### src/rtl/u3v_pkg.sv
// Shared constants, state encoding and frame descriptor for the U3V leader/trailer generator.
package u3v_pkg;

    localparam int unsigned DATA_W        = 32;
    localparam int unsigned IDX_W         = 4;

    localparam logic [31:0] U3V_LEADER_MAGIC  = 32'h4C56_3355;
    localparam logic [31:0] U3V_TRAILER_MAGIC = 32'h5456_3355;

    localparam int unsigned LEADER_SIZE   = 52;
    localparam int unsigned TRAILER_SIZE  = 32;
    localparam int unsigned LEADER_WORDS  = 13;
    localparam int unsigned TRAILER_WORDS = 8;

    localparam logic [IDX_W-1:0] LEADER_LAST  = IDX_W'(LEADER_WORDS - 1);
    localparam logic [IDX_W-1:0] TRAILER_LAST = IDX_W'(TRAILER_WORDS - 1);

    typedef enum logic [2:0] {
        ST_IDLE    = 3'd0,
        ST_WAIT_ID = 3'd1,
        ST_LEADER  = 3'd2,
        ST_FRAME   = 3'd3,
        ST_TRAILER = 3'd4
    } state_e;

    // Per-frame fields captured at the accepted fval rise.
    typedef struct packed {
        logic [63:0] timestamp;
        logic [31:0] pixel_format;
        logic [15:0] size_x;
        logic [15:0] size_y;
        logic [15:0] offset_x;
        logic [15:0] offset_y;
    } frame_info_t;

endpackage

### src/rtl/fval_edge_detect.sv
// Registers frame-valid once and flags its rising and falling edges.
module fval_edge_detect (
    input  logic clk,
    input  logic reset,
    input  logic fval_i,
    output logic rise_c_o,
    output logic fall_c_o
);

    logic fval_q;

    // Delayed copy of fval for edge comparison.
    always_ff @(posedge clk) begin
        if (reset) begin
            fval_q <= 1'b0;
        end else begin
            fval_q <= fval_i;
        end
    end

    assign rise_c_o = fval_i & ~fval_q;
    assign fall_c_o = ~fval_i & fval_q;

endmodule

### src/rtl/u3v_leader_trailer_gen.sv
// Builds the U3V image leader and trailer around each accepted frame on a 32-bit valid/ready stream.
module u3v_leader_trailer_gen
    import u3v_pkg::*;
#(
    parameter logic [15:0] PAYLOAD_TYPE = 16'h0001,
    parameter logic [15:0] PADDING_X    = 16'h0000
) (
    input  logic              clk,
    input  logic              reset,
    input  logic              i_stream_enable,
    input  logic              i_fval,
    input  logic [63:0]       iv_blockid,
    input  logic [63:0]       iv_timestamp,
    input  logic [31:0]       iv_pixel_format,
    input  logic [15:0]       iv_size_x,
    input  logic [15:0]       iv_size_y,
    input  logic [15:0]       iv_offset_x,
    input  logic [15:0]       iv_offset_y,
    input  logic [31:0]       iv_payload_size,
    output logic              o_fval_rise,
    output logic              o_valid,
    input  logic              i_ready,
    output logic [DATA_W-1:0] ov_data,
    output logic              o_sop,
    output logic              o_eop,
    output logic              o_leader,
    output logic              o_overrun
);

    state_e             state_q, state_d;
    logic [IDX_W-1:0]   idx_q, idx_d;
    logic               wait_q, wait_d;
    logic               fall_pending_q, fall_pending_d;
    frame_info_t        info_q;
    logic [63:0]        blockid_q;
    logic [31:0]        payload_q;

    logic               valid_q, valid_d;
    logic               sop_q, sop_d;
    logic               eop_q, eop_d;
    logic               leader_q, leader_d;
    logic [DATA_W-1:0]  data_q, data_d;
    logic [DATA_W-1:0]  word_c;

    logic               rise_c, fall_c;
    logic               run_c, xfer_c;
    logic               latch_info_c, latch_id_c, latch_payload_c;
    logic               fval_rise_c, overrun_c;

    fval_edge_detect u_edge (
        .clk      (clk),
        .reset    (reset),
        .fval_i   (i_fval),
        .rise_c_o (rise_c),
        .fall_c_o (fall_c)
    );

    assign run_c  = i_stream_enable & ~reset;
    assign xfer_c = valid_q & i_ready;

    // Frame sequencing: accept rise, wait for the counter, send leader, wait for fall, send trailer.
    always_comb begin
        state_d         = state_q;
        idx_d           = idx_q;
        wait_d          = wait_q;
        fall_pending_d  = fall_pending_q;
        latch_info_c    = 1'b0;
        latch_id_c      = 1'b0;
        latch_payload_c = 1'b0;
        fval_rise_c     = 1'b0;
        overrun_c       = 1'b0;

        if (!run_c) begin
            state_d        = ST_IDLE;
            idx_d          = '0;
            wait_d         = 1'b0;
            fall_pending_d = 1'b0;
        end else begin
            if (rise_c && (state_q != ST_IDLE)) begin
                overrun_c = 1'b1;
            end
            // Only the first fall after an accepted rise counts; a rejected frame's fall is ignored.
            if (fall_c && !fall_pending_q &&
                ((state_q == ST_WAIT_ID) || (state_q == ST_LEADER))) begin
                fall_pending_d  = 1'b1;
                latch_payload_c = 1'b1;
            end

            case (state_q)
                ST_IDLE: begin
                    if (rise_c) begin
                        fval_rise_c  = 1'b1;
                        latch_info_c = 1'b1;
                        wait_d       = 1'b0;
                        state_d      = ST_WAIT_ID;
                    end
                end
                ST_WAIT_ID: begin
                    // Second wait cycle: the counter's high word has settled.
                    if (wait_q) begin
                        latch_id_c = 1'b1;
                        wait_d     = 1'b0;
                        idx_d      = '0;
                        state_d    = ST_LEADER;
                    end else begin
                        wait_d = 1'b1;
                    end
                end
                ST_LEADER: begin
                    if (xfer_c) begin
                        if (idx_q == LEADER_LAST) begin
                            idx_d          = '0;
                            state_d        = fall_pending_d ? ST_TRAILER : ST_FRAME;
                            fall_pending_d = 1'b0;
                        end else begin
                            idx_d = idx_q + IDX_W'(1);
                        end
                    end
                end
                ST_FRAME: begin
                    if (fall_c) begin
                        latch_payload_c = 1'b1;
                        idx_d           = '0;
                        state_d         = ST_TRAILER;
                    end
                end
                ST_TRAILER: begin
                    if (xfer_c) begin
                        if (idx_q == TRAILER_LAST) begin
                            idx_d   = '0;
                            state_d = ST_IDLE;
                        end else begin
                            idx_d = idx_q + IDX_W'(1);
                        end
                    end
                end
                default: begin
                    state_d = ST_IDLE;
                end
            endcase
        end
    end

    // Next stream word: flags and data for the word presented in the following cycle.
    always_comb begin
        valid_d  = (state_d == ST_LEADER) || (state_d == ST_TRAILER);
        leader_d = (state_d == ST_LEADER);
        sop_d    = valid_d && (idx_d == '0);
        eop_d    = valid_d && (idx_d == (leader_d ? LEADER_LAST : TRAILER_LAST));
        word_c   = '0;
        if (leader_d) begin
            case (idx_d)
                4'd0:    word_c = U3V_LEADER_MAGIC;
                4'd1:    word_c = {16'(LEADER_SIZE), 16'h0000};
                4'd2:    word_c = blockid_q[31:0];
                4'd3:    word_c = blockid_q[63:32];
                4'd4:    word_c = {PAYLOAD_TYPE, 16'h0000};
                4'd5:    word_c = info_q.timestamp[31:0];
                4'd6:    word_c = info_q.timestamp[63:32];
                4'd7:    word_c = info_q.pixel_format;
                4'd8:    word_c = {16'h0000, info_q.size_x};
                4'd9:    word_c = {16'h0000, info_q.size_y};
                4'd10:   word_c = {16'h0000, info_q.offset_x};
                4'd11:   word_c = {16'h0000, info_q.offset_y};
                4'd12:   word_c = {16'h0000, PADDING_X};
                default: word_c = '0;
            endcase
        end else begin
            case (idx_d)
                4'd0:    word_c = U3V_TRAILER_MAGIC;
                4'd1:    word_c = {16'(TRAILER_SIZE), 16'h0000};
                4'd2:    word_c = blockid_q[31:0];
                4'd3:    word_c = blockid_q[63:32];
                4'd4:    word_c = 32'h0000_0000;
                4'd5:    word_c = payload_q;
                4'd6:    word_c = 32'h0000_0000;
                4'd7:    word_c = {16'h0000, info_q.size_y};
                default: word_c = '0;
            endcase
        end
        data_d = valid_d ? word_c : '0;
    end

    // State, captured frame fields and registered stream outputs.
    always_ff @(posedge clk) begin
        if (reset) begin
            state_q        <= ST_IDLE;
            idx_q          <= '0;
            wait_q         <= 1'b0;
            fall_pending_q <= 1'b0;
            info_q         <= '0;
            blockid_q      <= '0;
            payload_q      <= '0;
            valid_q        <= 1'b0;
            sop_q          <= 1'b0;
            eop_q          <= 1'b0;
            leader_q       <= 1'b0;
            data_q         <= '0;
        end else begin
            state_q        <= state_d;
            idx_q          <= idx_d;
            wait_q         <= wait_d;
            fall_pending_q <= fall_pending_d;
            if (latch_info_c) begin
                info_q <= '{timestamp:    iv_timestamp,
                            pixel_format: iv_pixel_format,
                            size_x:       iv_size_x,
                            size_y:       iv_size_y,
                            offset_x:     iv_offset_x,
                            offset_y:     iv_offset_y};
            end
            if (latch_id_c) begin
                blockid_q <= iv_blockid;
            end
            if (latch_payload_c) begin
                payload_q <= iv_payload_size;
            end
            valid_q  <= valid_d;
            sop_q    <= sop_d;
            eop_q    <= eop_d;
            leader_q <= leader_d;
            data_q   <= data_d;
        end
    end

    assign o_fval_rise = fval_rise_c;
    assign o_overrun   = overrun_c;
    assign o_valid     = valid_q;
    assign o_sop       = sop_q;
    assign o_eop       = eop_q;
    assign o_leader    = leader_q;
    assign ov_data     = data_q;

endmodule
### config.mk
export PLATFORM = sky130hd
export DESIGN_NAME = u3v_leader_trailer_gen
export DESIGN_NICKNAME = d
export VERILOG_FILES = /design/src/rtl/u3v_pkg.sv /design/src/rtl/fval_edge_detect.sv /design/src/rtl/u3v_leader_trailer_gen.sv
export SDC_FILE = /design/constraint.sdc
export NUM_CORES = 1
export LEC_CHECK = 0
export BUFFER_PORTS_ARGS = -buffer_cell sky130_fd_sc_hd__buf_2
export CORE_MARGIN = 5
export CORE_UTILIZATION = 60
export CTS_BUF_LIST = sky130_fd_sc_hd__clkbuf_4 sky130_fd_sc_hd__clkbuf_8
export DETAILED_ROUTE_END_ITERATION = 8
export GPL_TIMING_DRIVEN = 0
export PLACE_DENSITY = 0.85
export SLEW_MARGIN = 20
export SYNTH_ARGS = -nofsm -noshare
export SYNTH_HDL_FRONTEND = slang
export SYNTH_SLANG_ARGS = --single-unit
export TNS_END_PERCENT = 10
### constraint.sdc
create_clock -name clk -period 6.25 [get_ports clk]
set_input_delay 1.25 -clock clk [delete_from_list [all_inputs] [get_ports clk]]
set_output_delay 1.25 -clock clk [all_outputs]
set_load 0.005 [all_outputs]
# Word-level counts from Yosys, hierarchy flattened
# Cells that the tools add are included.
# op_classes
reduce_logical,15
div_mod_pow,0
shift,0
eq_ne,21
mul,0
bitwise,9
magnitude_cmp,0
n_mux,42
add_sub_neg,1
# ops
op,count
$pmux 32 s12,1
$pmux 32 s6,1
$mux 32,1
$mux 4,8
$mux 3,9
$eq 4x3->1 const B,5
$eq 4x4->1 const B,5
$mux 1,19
$pmux 4 s4,1
$pmux 3 s5,1
$eq 3x2->1 const B,3
$eq 4x2->1 const B,2
$eq 3x3->1 const B,2
$logic_and 1x1->1,5
$not 1->1,5
$add 4x1->4 const B,1
$and 1x1->1,4
$eq 4x1->1 const B,1
$eq 4x4->1,1
$logic_not 4->1,1
$reduce_or 2->1,2
$eq 3x1->1 const B,1
$logic_not 3->1,1
$reduce_bool 3->1,1
other kinds (6),7
# word_totals
wordCells,106
register_bits,302
latch_bits,0
ram_bits,0
memories,0
rom_bits,0

# Logic depth before layout (Yosys ltp)
# depth
ltp_word,15
ltp_mapped,13

# By module
# A second synthesis with hierarchy kept.
# unflattened
cells_unflattened,1613
area_unflattened_um2,13382.8
# by_module_without_submodules
mod,area_each_um2,seq_area_each_um2,n_inst,cells_per_inst
u3v_leader_trailer_gen,13344.0,6025.8,1,1609
fval_edge_detect,38.8,20.0,1,4

# Worst setup path after synthesis
# No wires, ideal clock.
# synth_timing
path_kind,input -> output
startpoint,input i_stream_enable
endpoint,output o_fval_rise
arrival_ps,2310
path_stages,5
n_path_buf,2
slack_ps,2690
cell_sequence,nor2b_1 clkbuf_1 nand3_1 inv_2 clkbuf_1
# synth_via
elab_chain_len,2
# synth_rtl
item,line_no,text
from (decl),u3v_leader_trailer_gen.sv:10,"input logic i_stream_enable,"
$and 1x1->1,u3v_leader_trailer_gen.sv:58,assign run_c = i_stream_enable & ~reset;
$mux 1,u3v_leader_trailer_gen.sv:73,if (!run_c) begin
to (decl),u3v_leader_trailer_gen.sv:20,"output logic o_fval_rise,"
# Every way passes these cells.

# Worst setup path in the final report
# layout_timing
startpoint,input reset
endpoint,output o_fval_rise
# layout_via
elab_chain_len,3
# layout_rtl
item,line_no,text
from (decl),u3v_leader_trailer_gen.sv:9,"input logic reset,"
$not 1->1,u3v_leader_trailer_gen.sv:58,
$and 1x1->1,u3v_leader_trailer_gen.sv:58,
$mux 1,u3v_leader_trailer_gen.sv:73,
# Every way passes these cells.

==> results.py <==
metrics = {
    "timing": {
        "relSlewSlack_pct": 18.3,
        "final_max_slew_viol_count": 0,
        "fin_crit_ns": 4.90,
        "hold_viol": 0,
        "tightest_slew_ns": 1.22,
        "clock_skew_ns": 0.0347,
        "finalCritPeriodShare_pct": 78.3,
        "setup_viol": 0,
        "max_freq_mhz": 204,
        "rsz0062_at_grt": "false",
        "tns_ns": 0,
    },
    "synth": {
        "synth_top_area_cell": "dfxtp_1",
        "yosysUniqueCellTypes": 71,
        "async_reset_ff_share_pct": 0,
        "synth_cells": 1607,
        "ys_seq_elements": 302,
        "synth_top_area_share_pct": 45.8,
        "yosys.cell_count.top_type": "nand2_1",
        "synth_commonest_cells": "nand2_1, dfxtp_1, nand3b_1",
        "syn-cell-area_um2": 13200,
        "synth_edf_count": 0,
        "syn-num-nets": 1870,
        "synth_warnings": 0,
        "ys_seq_area_share_pct": 45.8,
        "ys.flop_type": "dfxtp_1",
        "avgSynthCellArea_um2": 8.22,
        "synth_area_leaders": "dfxtp_1, nand2_1, nand3b_1, nand2b_1, o21ai_0",
    },
    "place": {
        "dpl.hpwl_um": 36700,
        "place_area_um2": 15100,
        "place_inst": 2186,
        "port_buffers": 298,
        "gp_congestion": 1.02,
    },
    "critical_path": {
        "crit_fanout": 11,
        "crit_path_start_kind": "primary input",
        "end_kind": "output pin",
        "crit_type": "in -> out",
        "worstPathArrival_ns": 3.65,
        "required_ns": 5.00,
    },
    "floorplanning": {
        "initial_core_util_pct": 60.7,
        "dieHeight_um": 158,
        "core-area_um2": 21800,
        "rows": 54,
        "io_pins": 299,
        "die_x_um": 158,
        "dieArea_um2": 25100,
    },
    "drt": {
        "drtIter0Drc": 1692,
        "routed_wl_um": 49000,
        "wl_per_cell_um": 21.5,
        "vias": 13623,
        "drc": 0,
        "vias_per_cell": 5.99,
        "ant_nets": 0,
        "drtPass1Iterations": 5,
    },
    "finish": {
        "areaGrowthSynthToFinish_pct": 21.9,
        "post-route-util_pct": 74.0,
        "layout.nets": 2219,
        "drive_gt1_share_pct": 21.9,
        "fillerInstances": 1699,
        "final_cell_area_um2": 16100,
        "instances_no_fill": 2276,
    },
    "global_route": {
        "gr-total-overflow": 0,
        "grt_pass1_vias": 13023,
        "grt_pass1_wl_um": 72400,
        "grt_usage_pct": 37.7,
        "grt_max_degree": 12,
        "antenna_found_initial": 0,
    },
    "clock_tree": {
        "htreeDepth": 2,
        "post-cts-setup-buffer-count": 0,
        "cts_max_path_buffers": 3,
        "clock-sinks": 302,
        "clk_pin_slew_worst_paths_ns": 0.06,
        "worstSkewPairLatency_ns": 0.58,
        "clock-root-buffer": "clkbuf_8",
        "cts_tree": "built",
        "ctsHoldBuffers": 0,
        "cts_resized": 0,
        "cts_buffers": 48,
    },
    "power": {
        "power_density_nw_per_um2": 252,
        "power_leakage_nw": 7.03,
        "ir_drop_mv": 0.183,
    },
    "worst_hold_path": {
        "worstHoldPathType": "reg -> reg",
    },
    "run_status": {
        "status": "finished, final reports clean",
    },
    "job": {
        "drv_cap": 0,
    },
}
-- per-stage QoR --
| stage | setup slack (ns) | power [W] | hold slack [ns] |
|---|---|---|---|
| floorplan | 2.69 | 0.00216 | 0.442 |
| global route | 1.17 | 0.00417 | 0.491 |
| detailed placement | 1.51 | 0.00230 | 0.463 |
| global placement | 1.47 | 0.00229 | 0.455 |
| finish | 1.35 | 0.00406 | 0.473 |
| CTS | 1.51 | 0.00404 | 0.475 |
-- cell usage in the layout, fill, tap and decap left out, types with 3 or more instances in the layout --
master / instances
nand2_1: 463
buf_2: 316
dfxtp_1: 302
nand3b_1: 162
o21ai_0: 119
nand2b_1: 103
clkbuf_1: 91
clkbuf_8: 64
a21oi_1: 49
a22o_1: 30
a22oi_1: 24
o22ai_1: 23
o2bb2ai_1: 20
mux2i_1: 17
nand3_1: 16
nor2_1: 16
nor3_1: 14
clkbuf_4: 14
a221oi_1: 10
clkinv_2: 10
o221ai_1: 9
and3_1: 8
buf_1: 7
inv_1: 6
nor2b_1: 5
a21o_1: 5
mux2_2: 5
buf_6: 4
buf_4: 4
o211ai_1: 4
a31oi_1: 4
nand4_1: 4
o21a_1: 4
a211o_1: 3
o21ai_1: 3
o211a_1: 3
and2_1: 3
nor4b_1: 3
-- path summary, 6_finish.rpt --
path,slack (ns),from,cells after the start,to
worst max-delay path,1.35,reset,7,o_fval_rise
worst min-delay path,0.47,info_q[69],2,info_q[69]
worst max register to register,2.27,state_q[1],10,ov_data[8]
worst min register to register,0.47,info_q[69],2,info_q[69]
-- cell families (layout without fill, tap and decap cells) --
logic type,after synthesis,after routing,synth area share [%]
buf+inv,132,519,4.29
simple gates,818,818,31.5
xor+xnor,2,2,0.190
flops,302,302,45.8
mux,22,22,1.72
other cells,0,2,0
compound gates,329,329,16.3
fa+ha+maj,2,2,0.190
-- per-layer routing --
layer  part of all wire [%]  routed length (um)  track usage, %  vias to the layer above
li1                       -                   -               -                     6229
met1                     40               19600            51.4                     6351
met2                     43               21100            56.9                      881
met3                     12                6100            10.0                      162
met4                    4.5                2190            15.5                        0
met5                      0                   0               0                        -
-- report_power, final --
group          internal (W)  leakage, nW  switching (W)  total (W)
Sequential          0.00198         2.45      0.0000368    0.00202
Combinational      0.000121         4.02       0.000130   0.000252
Clock              0.000999        0.564       0.000792    0.00179
Total               0.00310         7.03       0.000959    0.00406
-- flip-flops by register name, indices dropped and copies added (netlist names) --
signal,cells
wait_q,1
payload_q,32
o_eop,1
fall_pending_q,1
u_edge.fval_q,1
info_q,160
idx_q,4
o_valid,1
state_q,3
o_sop,1
ov_data,32
blockid_q,64
o_leader,1
-- cell type report --
type                       count  area, um^2  share of cell area, %
multi-input combinational   1173        6600                   41.0
sequential                   302        6050                   37.6
timing repair buffer         299        1500                   9.30
clock buffer                  78         986                   6.13
buffer                       123         528                   3.28
tap                          280         350                   2.18
clock inverter                10        50.0                  0.311
inverter                       9        38.8                  0.241
antenna                        2        5.00                 0.0311
-- critical path, cell delays in order --
cell	delay, ns
buf_2	0.15
nor2b_1	0.30
clkbuf_1	0.54
nand3_1	0.38
inv_2	0.42
clkbuf_1	0.39
buf_2	0.19
(Power assumes the default switching activity.)
